$ cat src/rtl/monta_numero_if.sv
// Keypad/UC operand-entry bundle for monta_numero.
// Carries keyed digits in and the assembled value plus live echo out.
interface monta_numero_if #(
  parameter int LARGURA = 32
);
  logic               estagioEntradaUC;
  logic [3:0]         digito;
  logic               digitoValido;
  logic               sinal;
  logic               confirma;
  logic [LARGURA-1:0] saida;
  logic               pronto;
  logic               erro;
  logic               indicaNegativo;
  logic [3:0]         centena;
  logic [3:0]         dezena;
  logic [3:0]         unidade;

  modport master (
    output estagioEntradaUC, digito, digitoValido,
    output sinal, confirma,
    input  saida, pronto, erro, indicaNegativo,
    input  centena, dezena, unidade
  );

  modport slave (
    input  estagioEntradaUC, digito, digitoValido,
    input  sinal, confirma,
    output saida, pronto, erro, indicaNegativo,
    output centena, dezena, unidade
  );
endinterface

$ cat src/rtl/monta_numero.sv
// Assembles a signed decimal operand (-999..999) from keyed BCD digits
// and a sign toggle, converting serially via Horner into two's complement.
module monta_numero #(
  parameter int LARGURA = 32
) (
  input  logic           clock,
  input  logic           reset,
  monta_numero_if.slave  bus
);

  typedef enum logic [1:0] {
    OCIOSO,
    CAPTURA,
    CONVERTE,
    PRONTO
  } estado_t;

  localparam logic [LARGURA-1:0] UM = 1;

  estado_t            estado;
  estado_t            prox;
  logic [1:0]         cont;
  logic [1:0]         passo;
  logic [LARGURA-1:0] acc;
  logic [3:0]         dig_passo;
  logic               ativo;
  logic               aceita;
  logic               invalido;

  always_ff @(posedge clock or posedge reset) begin
    if (reset) estado <= OCIOSO;
    else       estado <= prox;
  end

  always_comb begin
    prox = estado;
    unique case (estado)
      OCIOSO: begin
        if (bus.estagioEntradaUC) prox = CAPTURA;
      end
      CAPTURA: begin
        if (!bus.estagioEntradaUC) prox = OCIOSO;
        else if (bus.confirma)     prox = CONVERTE;
      end
      CONVERTE: begin
        if (passo == 2'd2) prox = PRONTO;
      end
      PRONTO: prox = OCIOSO;
      default: prox = OCIOSO;
    endcase
  end

  // confirma wins over digit and sign; leaving the input stage wins over all
  assign ativo = (estado == CAPTURA) && bus.estagioEntradaUC
              && !bus.confirma;
  assign aceita = ativo && bus.digitoValido
               && (bus.digito <= 4'd9) && (cont != 2'd3);
  assign invalido = ativo && bus.digitoValido
                 && (bus.digito > 4'd9);

  always_comb begin
    case (passo)
      2'd0:    dig_passo = bus.centena;
      2'd1:    dig_passo = bus.dezena;
      default: dig_passo = bus.unidade;
    endcase
  end

  always_ff @(posedge clock or posedge reset) begin
    if (reset) begin
      bus.saida          <= '0;
      bus.pronto         <= 1'b0;
      bus.erro           <= 1'b0;
      bus.indicaNegativo <= 1'b0;
      bus.centena        <= 4'd0;
      bus.dezena         <= 4'd0;
      bus.unidade        <= 4'd0;
      cont               <= 2'd0;
      passo              <= 2'd0;
      acc                <= '0;
    end else begin
      bus.pronto <= 1'b0;
      bus.erro   <= invalido;
      case (estado)
        OCIOSO: begin
          if (bus.estagioEntradaUC) begin
            bus.centena        <= 4'd0;
            bus.dezena         <= 4'd0;
            bus.unidade        <= 4'd0;
            bus.indicaNegativo <= 1'b0;
            cont               <= 2'd0;
          end
        end
        CAPTURA: begin
          if (aceita) begin
            bus.centena <= bus.dezena;
            bus.dezena  <= bus.unidade;
            bus.unidade <= bus.digito;
            cont        <= cont + 2'd1;
          end
          if (ativo && bus.sinal)
            bus.indicaNegativo <= ~bus.indicaNegativo;
          if (bus.estagioEntradaUC && bus.confirma) begin
            acc   <= '0;
            passo <= 2'd0;
          end
        end
        CONVERTE: begin
          // acc*10 + digit without a multiplier
          acc <= (acc << 3) + (acc << 1)
               + {{(LARGURA-4){1'b0}}, dig_passo};
          passo <= passo + 2'd1;
        end
        PRONTO: begin
          bus.saida  <= (bus.indicaNegativo && (acc != '0))
                      ? (~acc + UM) : acc;
          bus.pronto <= 1'b1;
          if (acc == '0) bus.indicaNegativo <= 1'b0;
        end
        default: ;
      endcase
    end
  end

endmodule

$ cat src/flat_wrapper.sv
// flat-port wrapper written by rule: the top's interface ports become plain ports
module monta_numero_flat 
#(
  parameter int LARGURA = 32
)
  (clock, reset, bus_estagioEntradaUC, bus_digito, bus_digitoValido, bus_sinal, bus_confirma, bus_saida, bus_pronto, bus_erro, bus_indicaNegativo, bus_centena, bus_dezena, bus_unidade);
  monta_numero_if #(.LARGURA(LARGURA)) bus_i ();
  input  logic clock;
  input  logic reset;
  input wire logic [$bits(bus_i.estagioEntradaUC)-1:0] bus_estagioEntradaUC;
  input wire logic [$bits(bus_i.digito)-1:0] bus_digito;
  input wire logic [$bits(bus_i.digitoValido)-1:0] bus_digitoValido;
  input wire logic [$bits(bus_i.sinal)-1:0] bus_sinal;
  input wire logic [$bits(bus_i.confirma)-1:0] bus_confirma;
  output wire logic [$bits(bus_i.saida)-1:0] bus_saida;
  output wire logic [$bits(bus_i.pronto)-1:0] bus_pronto;
  output wire logic [$bits(bus_i.erro)-1:0] bus_erro;
  output wire logic [$bits(bus_i.indicaNegativo)-1:0] bus_indicaNegativo;
  output wire logic [$bits(bus_i.centena)-1:0] bus_centena;
  output wire logic [$bits(bus_i.dezena)-1:0] bus_dezena;
  output wire logic [$bits(bus_i.unidade)-1:0] bus_unidade;
  assign bus_i.estagioEntradaUC = bus_estagioEntradaUC;
  assign bus_i.digito = bus_digito;
  assign bus_i.digitoValido = bus_digitoValido;
  assign bus_i.sinal = bus_sinal;
  assign bus_i.confirma = bus_confirma;
  assign bus_saida = bus_i.saida;
  assign bus_pronto = bus_i.pronto;
  assign bus_erro = bus_i.erro;
  assign bus_indicaNegativo = bus_i.indicaNegativo;
  assign bus_centena = bus_i.centena;
  assign bus_dezena = bus_i.dezena;
  assign bus_unidade = bus_i.unidade;
  monta_numero #(.LARGURA(LARGURA)) u_core (.clock(clock), .reset(reset), .bus(bus_i));
endmodule
$ cat config.mk
export PLATFORM = sky130hd
export DESIGN_NAME = monta_numero_flat
export DESIGN_NICKNAME = d
export VERILOG_FILES = /design/src/rtl/monta_numero_if.sv /design/src/rtl/monta_numero.sv /design/src/flat_wrapper.sv
export SDC_FILE = /design/constraint.sdc
export NUM_CORES = 1
export LEC_CHECK = 0
export CAP_MARGIN = 20
export CELL_PAD_IN_SITES_DETAIL_PLACEMENT = 0
export CELL_PAD_IN_SITES_GLOBAL_PLACEMENT = 2
export CORE_MARGIN = 10
export CORE_UTILIZATION = 25
export DETAILED_ROUTE_END_ITERATION = 16
export HOLD_SLACK_MARGIN = 0.08
export PLACE_DENSITY_LB_ADDON = 0.15
export SYNTH_ARGS = -nofsm -noshare
export SYNTH_HDL_FRONTEND = slang
export SYNTH_SLANG_ARGS = --single-unit
$ cat constraint.sdc
create_clock -name clock -period 4.29 [get_ports clock]
set_input_delay 1.287 -clock clock [delete_from_list [all_inputs] [get_ports clock]]
set_output_delay 1.287 -clock clock [all_outputs]
set_load 0.05 [all_outputs]
== Word level (Yosys, flattened, before mapping) ==
Cells that the tools add are included.

* Register bits: 85
* Output and inout port bits: 47

* Add/subtract/negate cells: 5
* $lt $le $gt $ge: 2
* Eq/ne operators: 13
* Muxes and demuxes: 26
* Bitwise gates (word level): 2
* Reductions and logical operators: 21

{| class="wikitable"
|+ Operators by type and width
! cell !! number
|-
| 2-to-1 mux 32 bit || 2
|-
| one-hot mux 32 bit (2 select lines) || 1
|-
| adder 32 x 1 -> 32 bit (second input constant) || 1
|-
| adder 32 bit || 1
|-
| adder 32 x 4 -> 32 bit || 1
|-
| zero test 32 bit || 1
|-
| inverter 32 bit || 1
|-
| one-hot mux 4 bit (2 select lines) || 4
|-
| nonzero test 32 bit || 1
|-
| 2-to-1 mux 4 bit || 4
|-
| 2-to-1 mux 2 bit || 7
|-
| logical AND 1 bit || 9
|-
| != test 2 bit (second input constant) || 4
|-
| one-hot mux 2 bit (2 select lines) || 2
|-
| one-hot mux 2 bit (4 select lines) || 1
|-
| equality test 2 bit (second input constant) || 3
|-
| != test 2 x 1 -> 1 bit (second input constant) || 3
|-
| AND reduction 3 bit || 2
|-
| adder 2 x 1 -> 2 bit (second input constant) || 2
|-
| equality test 2 x 1 -> 1 bit (second input constant) || 2
|-
| > comparator 4 bit (second input constant) || 1
|-
| <= comparator 4 bit (second input constant) || 1
|-
| zero test 2 bit || 2
|-
| 2-to-1 mux 1 bit || 4
|-
| other kinds (8) || 9
|}

== Depth between registers and ports, before layout ==
Gate-level depths: netlist (run 1).

* Depth after elaboration: 8
* Mapped depth: 15
* Mapped depth without buffers: 15

== Least setup slack after synthesis (run 1) ==
Ideal clock, no wire load.

* Path kind: reg2reg
* Start: register u_core.passo[0]
* End: register u_core.acc[30]
* Arrival: 3454 ps
* Slack: 757 ps
* Stages on the path, launching flop included: 15
* Period minus slack after synthesis: 3533 ps
* Cell sequence: dfrtp_1 inv_1 ha_1 nor2_1 nand2_1 nand2_1 fa_1 fa_1 a21o_1 a221oi_1 o31ai_1 and2_1 a41o_1 a21oi_1 mux2i_1

* Cells in the longest elaborated chain, start to end: 4
* Elaborated cells between the ends (all ways): 5

{| class="wikitable"
|+ Ends and longest elaborated chain
! what !! RTL line !! source
|-
| start, declared || monta_numero.sv:23 || <nowiki>logic [1:0] passo;</nowiki>
|-
| start signal, assigned || monta_numero.sv:112 || <nowiki>passo <= passo + 2'd1;</nowiki>
|-
| equality test 2 x 1 -> 1 bit / zero test 2 bit (equally long branches) || monta_numero.sv:62 || <nowiki>case (passo)</nowiki>
|-
| one-hot mux 4 bit (2 select lines) * || monta_numero.sv:62 ||
|-
| adder 32 x 4 -> 32 bit * || monta_numero.sv:111 || <nowiki>+ {{(LARGURA-4){1'b0}}, dig_passo};</nowiki>
|-
| one-hot mux 32 bit (2 select lines) * || monta_numero.sv:84 || <nowiki>case (estado)</nowiki>
|-
| end signal, assigned || monta_numero.sv:110 || <nowiki>acc <= (acc << 3) + (acc << 1)</nowiki>
|-
| end, declared || monta_numero.sv:24 || <nowiki>logic [LARGURA-1:0] acc;</nowiki>
|}

Mark *: on every way between the ends. The rest lies on a longest branch, timed or not.
A chain may end at the register's enable or synchronous reset.

== Worst setup path after layout (run 1) ==
Ends and elaborated chain as after synthesis.

==> results of run 1 <==
metal layers:
metal  up-vias  track usage, %  part of all wire, %
li1       2496               -                    -
met1      2381           16.14                   49
met2        78           19.68                   47
met3        16           1.634                  2.7
met4         0           3.917                  1.6
met5         -               0                    0
synth_stat cells, drive strengths merged (3+ instances only):
cell,number
nor2,34
nor3,12
o21a,5
nand2,91
a22o,15
a211oi,5
nand4,9
a21o,6
o41ai,4
ha,63
and3,3
or3,10
or4,7
a32o,4
a221oi,6
o31ai,7
a21oi,44
nand3,13
inv,17
dfrtp,85
clkbuf,28
nor3b,3
xor2,28
o21bai,3
a22oi,5
o21ai,83
buf,3
nor2b,7
xnor2,26
area by class of cell:
class	count	area share, %
clock buffer	9	3.158
clock inverter	7	1.439
inverter	17	0.9124
multi-input combinational	526	49.90
sequential	85	29.83
tap	313	5.492
timing repair buffer	66	9.265
registers in the layout, summed over array words and instances (netlist names), 2 cells and up, named ones only:
signal and cells:
u_core.acc 32, u_core.bus.saida 32, u_core.bus.centena 4, u_core.bus.dezena 4, u_core.bus.unidade 4, u_core.cont 2, u_core.passo 2
how the worst min path moves through the flow:
stage / from / slack (ns) / end / depth (start not counted)
6_report: u_core.bus.saida[17] / 0.48 / u_core.bus.saida[17] / 2
4_1_cts: u_core.bus.saida[18] / 0.49 / u_core.bus.saida[18] / 2
5_1_grt: u_core.bus.saida[9] / 0.51 / u_core.bus.saida[9] / 2
3_3_place_gp: u_core.bus.saida[12] / 0.46 / u_core.bus.saida[12] / 2
2_1_floorplan: u_core.cont[1] / 0.47 / u_core.cont[1] / 1
3_5_place_dp: u_core.bus.saida[18] / 0.47 / u_core.bus.saida[18] / 2
power by group through the flow:
stage	Combinational (uW)	Sequential [uW]	Clock, uW
2_1_floorplan	1910	1760	0
3_3_place_gp	3390	1410	0
3_5_place_dp	3390	1420	0
4_1_cts	3400	1410	922
5_1_grt	3720	1450	944
6_report	3350	1400	892
worst reg2reg max path, cell delays in order (launching register included):
cell and delay (ns):
dfrtp_1 0.39, inv_1 0.08, ha_1 0.25, nor2_1 0.23, nand2_1 0.08, nand2_1 0.10
fa_1 0.47, fa_1 0.47, a21o_1 0.21, a221oi_1 0.45, o31ai_1 0.23, and2_1 0.24
a41o_1 0.31, a21oi_1 0.18, mux2i_1 0.19
through the flow:
step | setup WS (ns) | power [uW] | hold slack [ns]
finish | 0.3214 | 5647 | 0.4819
floorplan | 0.7567 | 3673 | 0.4701
global placement | 0.4139 | 4797 | 0.4615
global route | 0.04234 | 6118 | 0.5129
CTS | 0.2979 | 5727 | 0.4874
detailed placement | 0.3329 | 4810 | 0.4727
kinds of logic (layout without fill, tap and decap cells):
family | count (synthesis) | count (layout) | synth area share [%]
buffers and inverters | 48 | 99 | 3.118
adders and majority gates | 65 | 65 | 14.14
xor gates and xnor gates | 54 | 54 | 8.072
AOI/OAI and AO/OA | 206 | 206 | 22.02
and+or+nand+nor | 198 | 198 | 15.82
muxes | 3 | 3 | 0.5338
DFF | 85 | 85 | 36.30
==> impl_metrics.env, run 1 <==
export IMPL_hp_class="flip-flop to flip-flop"
export IMPL_dr_pass1_iters=5
export IMPL_io_pins=57
export IMPL_placed_cells=1006
export IMPL_drtIter0Drc=236
export IMPL_grt_total_usage_pct=12.08
export IMPL_mostFrequentLayoutCells="nand2_1 (90), dfrtp_1 (85), o21ai_0 (68), ha_1 (63), clkdlybuf4s50_1 (56)"
export IMPL_post_drt_wl_per_cell_um=17.72
export IMPL_area_growth_pct=21.70
export IMPL_clk_latency_ns=0.35
export IMPL_vias=4971
export IMPL_netlist_area_mm2=0.005859
export IMPL_p_sw_uw=2823
export IMPL_critPathTopFamily="compound AO/OA/AOI/OAI gates"
export IMPL_grt_pass1_wl_um=29240
export IMPL_final_hold_viol_count=0
export IMPL_syn_avg_cell_area_um2=8.891
export IMPL_final_nets=780
export IMPL_grt_pass1_vias=5055
export IMPL_setup_violations=0
export IMPL_numPortBuffers=56
export IMPL_syn_num_nets=734
export IMPL_drv_cap=0
export IMPL_cp_data_arrival_time_ns=4.25
export IMPL_cts_resized=0
export IMPL_drive_gt1_share_pct=5.211
export IMPL_post_route_util_pct=31.21
export IMPL_grt_max_degree=66
export IMPL_crit_path_end_kind="flip-flop"
export IMPL_p_int_uw=2824
export IMPL_crit_chain="inv_1 -> ha_1 -> nor2_1 -> nand2_1 -> nand2_1 -> fa_1 -> fa_1 -> a21o_1 -> a221oi_1 -> o31ai_1 -> and2_1 -> a41o_1 -> a21oi_1 -> mux2i_1"
export IMPL_power_density_mw_per_mm2=791.9
export IMPL_die_area_mm2=0.02996
export IMPL_drv_slew=0
export IMPL_finalCriticalPeriod_ns=3.969
export IMPL_fillCellCount=2434
export IMPL_synth_edff_count=0
export IMPL_fin_setup_tns_ns=0
export IMPL_sequentialPowerShare_pct=24.8
export IMPL_cp_max_fo=5
export IMPL_worstRegToRegCells=14
export IMPL_synth_area_top_cells="dfrtp_1 (36%), ha_1 (13%), nand2_1 (5.8%), o21ai_0 (5.8%), xor2_1 (4.2%)"
export IMPL_start_util_pct=25.65
export IMPL_reg2reg_slack_ns=0.32
export IMPL_synth_seq_area_share_pct=36.30
export IMPL_antenna_cells=0
export IMPL_clkPwrFrac_pct=15.8
export IMPL_outcome="finished clean"
export IMPL_root_buffer="clkbuf_16"
export IMPL_synth_top_cell_by_area="dfrtp_1"
export IMPL_fin_worst_skew_ns=0.01229
export IMPL_rr_startpoint="u_core.passo[0]"
export IMPL_drt_wl_total_um=18130
export IMPL_async_flop_share_pct=100.0
export IMPL_cp_slowest_stage_delay_ns=0.47
export IMPL_rows=55
export IMPL_postCtsSetupRepairBufs=0
export IMPL_drt_vias_per_instance=4.859
export IMPL_clk_pin_slew_worst_paths_ns=0.07
export IMPL_peakVddDrop_mv=0.2546
export IMPL_multi_input_area_mm2=0.003558
export IMPL_final_cell_area_mm2=0.007131
export IMPL_antenna_found_initial=0
export IMPL_clock_path_buffers=2
export IMPL_slew_headroom_pct=29.18
export IMPL_yosys_most_used_dff="dfrtp_1"
export IMPL_r2r_end="u_core.acc[30]"
export IMPL_ff_latch_area_mm2=0.002127
export IMPL_htreeDepth=3
export IMPL_crit_path_end="u_core.acc[30]"
export IMPL_hpwl_um=13510
export IMPL_cp_start_kind="flip-flop"
export IMPL_die_y_um=173.1
export IMPL_cts_sinks=85
export IMPL_fmax_mhz=252.0
export IMPL_synthCells=659
export IMPL_yosysWarnings=0
export IMPL_drc=0
export IMPL_synth_top_area_share_pct=36.30
export IMPL_gp_congestion=0.8071
export IMPL_post_dp_cell_area_mm2=0.006783
export IMPL_worst_setup_path_type="flip-flop to flip-flop"
export IMPL_grt_ovfl_total=0
export IMPL_switching_share_pct=49.99
export IMPL_ys_seq_elements=85
export IMPL_core_mm2=0.02285
export IMPL_cts_tree="yes"
export IMPL_dieWidth_um=173.1
export IMPL_period_share_pct=92.51
export IMPL_p_comb_share_pct=59.4
export IMPL_cts_made_buffers=9
export IMPL_cts_hold_fix_buffers=0
export IMPL_worstSetupStartpoint="u_core.passo[0]"
export IMPL_yosysUniqueCellTypes=56
export IMPL_ant_nets=0
export IMPL_instances_no_fill=1023
export IMPL_final_common_cell="nand2_1"
export IMPL_crit_slowest_cell="fa_1"
export IMPL_p_leak_uw=0.003173
export IMPL_cp_required_ns=4.57
export IMPL_path_buf_inv=1
export IMPL_rsz0062_at_grt="false"
export IMPL_critical_path_depth=14
export IMPL_tightestPinTransition_ns=1.060
(Power assumes the default switching activity.)
==> inputs of run 2 (changes only) <==
--- a/config.mk
+++ b/config.mk
@@ -8,7 +8,7 @@
 export CAP_MARGIN = 20
 export CELL_PAD_IN_SITES_DETAIL_PLACEMENT = 0
 export CELL_PAD_IN_SITES_GLOBAL_PLACEMENT = 2
-export CORE_MARGIN = 10
+export CORE_MARGIN = 2
 export CORE_UTILIZATION = 25
 export DETAILED_ROUTE_END_ITERATION = 16
 export HOLD_SLACK_MARGIN = 0.08
==> run 2 against run 1 <==
Compared with the run above:
- clock power rose by 0.7%
- sequential share of layout area fell by 0.084 points
- largest power group unchanged
- critical path depth rose by 1
- via count rose by 0.36%
- sequential power barely moved
- fmax rose by 2.4%
- setup slack improved by 0.091 ns
- largest cell class unchanged
==> impl_metrics.env, run 2 (synthesis gave the netlist of run 1 again) <==
export IMPL_min_to="u_core.bus.saida[9]"
export IMPL_vias=4989
export IMPL_final_cell_area_mm2=0.007151
export IMPL_drc=0
export IMPL_dr_pass1_iters=4
export IMPL_cts_made_buffers=9
export IMPL_drv_slew=0
export IMPL_finalCriticalPeriod_ns=3.877
export IMPL_setup_ws_ns=0.4127
export IMPL_drive_gt1_share_pct=5.345
export IMPL_top_regs="u_core.acc x32, u_core.bus.saida x32"
export IMPL_hp_class="flip-flop to flip-flop"
export IMPL_fin_setup_tns_ns=0
export IMPL_final_common_cell="nand2_1"
export IMPL_drv_cap=0
export IMPL_worstRegToRegCells=15
export IMPL_io_pins=57
export IMPL_grt_pass1_wl_um=28600
export IMPL_hold_depth=2
export IMPL_grt_pass1_vias=4952
export IMPL_cp_start_kind="flip-flop"
export IMPL_power_density_mw_per_mm2=786.8
export IMPL_hp_start="u_core.bus.saida[9]"
export IMPL_antenna_cells=0
export IMPL_fillCellCount=2485
export IMPL_fmax_mhz=257.9
export IMPL_antenna_found_initial=0
export IMPL_htreeDepth=3
export IMPL_worst_setup_path_type="flip-flop to flip-flop"
export IMPL_start_util_pct=25.19
export IMPL_final_nets=781
export IMPL_postCtsSetupRepairBufs=0
export IMPL_multi_input_area_mm2=0.003558
export IMPL_core_mm2=0.02326
export IMPL_p_leak_uw=0.003174
export IMPL_dieWidth_um=157.1
export IMPL_die_y_um=157.1
export IMPL_period_share_pct=90.38
export IMPL_post_dp_cell_area_mm2=0.006790
export IMPL_ant_nets=0
export IMPL_crit_path_end_kind="flip-flop"
export IMPL_outcome="finished clean"
export IMPL_cts_hold_fix_buffers=0
export IMPL_drt_vias_per_instance=4.844
export IMPL_ff_latch_area_mm2=0.002127
export IMPL_cts_tree="yes"
export IMPL_tightestPinTransition_ns=0.6819
export IMPL_cp_max_fo=5
export IMPL_rr_startpoint="u_core.passo[0]"
export IMPL_root_buffer="clkbuf_16"
export IMPL_mostFrequentLayoutCells="nand2_1 (90), dfrtp_1 (85), o21ai_0 (68), ha_1 (63), clkdlybuf4s50_1 (56)"
export IMPL_slew_headroom_pct=54.12
export IMPL_setup_violations=0
export IMPL_r2r_end="u_core.acc[30]"
export IMPL_hpwl_um=13280
export IMPL_reg2reg_slack_ns=0.41
export IMPL_area_growth_pct=22.04
export IMPL_cp_data_arrival_time_ns=4.15
export IMPL_grt_total_usage_pct=15.01
export IMPL_grt_max_degree=66
export IMPL_drtIter0Drc=254
export IMPL_total_power_uw=5626
export IMPL_grt_ovfl_total=0
export IMPL_drt_wl_total_um=17920
export IMPL_die_area_mm2=0.02468
export IMPL_cts_sinks=85
export IMPL_place_ws_ns=0.4393
export IMPL_cp_required_ns=4.56
export IMPL_rows=56
export IMPL_gp_congestion=0.8107
export IMPL_whs_ns=0.4777
export IMPL_clk_pin_slew_worst_paths_ns=0.07
export IMPL_rsz0062_at_grt="false"
export IMPL_final_hold_viol_count=0
export IMPL_cts_resized=0
export IMPL_clk_latency_ns=0.35
export IMPL_peakVddDrop_mv=0.2338
export IMPL_post_drt_wl_per_cell_um=17.40
export IMPL_clock_path_buffers=2
export IMPL_fin_worst_skew_ns=0.009067
export IMPL_numPortBuffers=56
==> run 2: changes by cell type in the layout (fill, tap and decap cells not counted), sizes merged <==
cell and change:
inv -3, buf +1, clkbuf +1, clkinv +1
clkinvlp +1
==> run 2: power by group <==
part	total [uW]	leakage [uW]	switching (uW)	internal [uW]
clock network	898	0.000159	367	531
logic	3330	0.00188	2100	1230
registers	1400	0.00113	344	1060
total	5630	0.00317	2810	2820
==> run 2: how the worst max path moves through the flow <==
stage	from	end	slack, ns	depth (start not counted)
finish	u_core.passo[0]	u_core.acc[30]	0.41	15
global route	u_core.passo[0]	u_core.acc[30]	0.14	15
CTS	u_core.passo[0]	u_core.acc[30]	0.41	15
detailed placement	u_core.passo[0]	u_core.acc[30]	0.44	15
global placement	u_core.passo[0]	u_core.acc[30]	0.54	15
floorplan	u_core.passo[0]	u_core.acc[30]	0.76	14
==> run 2: cell type report <==
cell class	instances	area share, %
timing repair buffer	67	9.344
tap	319	5.582
clock inverter	6	1.312
multi-input combinational	526	49.76
clock buffer	10	3.342
inverter	17	0.9099
sequential	85	29.75
==> run 2: stage by stage <==
stage	cells	utilization, %
2_1_floorplan	659	-
3_3_place_gp	1012	29.19
3_5_place_dp	1012	29.19
4_1_cts	1028	30.62
5_1_grt	1030	30.74
6_report	1030	30.74
==> run 2: critical path: stages, from the launching register on <==
cell and delay, ns:
dfrtp_1 0.38, inv_1 0.08, ha_1 0.26, nor2_1 0.22
nand2_1 0.08, nand2_1 0.10, fa_1 0.46, fa_1 0.48
a21o_1 0.21, a221oi_1 0.27, buf_4 0.18, o31ai_1 0.13
and2_1 0.23, a41o_1 0.31, a21oi_1 0.20, mux2i_1 0.20
==> run 2: layer usage <==
metal  share of wire, %  track usage, %
met1                 51           21.15
met2                 46           24.19
met4                1.3           4.156
met3                2.5           1.900
met5                  0               0
==> inputs of run 3 (changes only) <==
--- a/config.mk
+++ b/config.mk
@@ -13,6 +13,7 @@
 export DETAILED_ROUTE_END_ITERATION = 16
 export HOLD_SLACK_MARGIN = 0.08
 export PLACE_DENSITY_LB_ADDON = 0.15
+export SKIP_CTS_REPAIR_TIMING = 1
 export SYNTH_ARGS = -nofsm -noshare
 export SYNTH_HDL_FRONTEND = slang
 export SYNTH_SLANG_ARGS = --single-unit
==> results of run 3 <==
The final DEF is identical to that of run 2; final timing and power are the same.
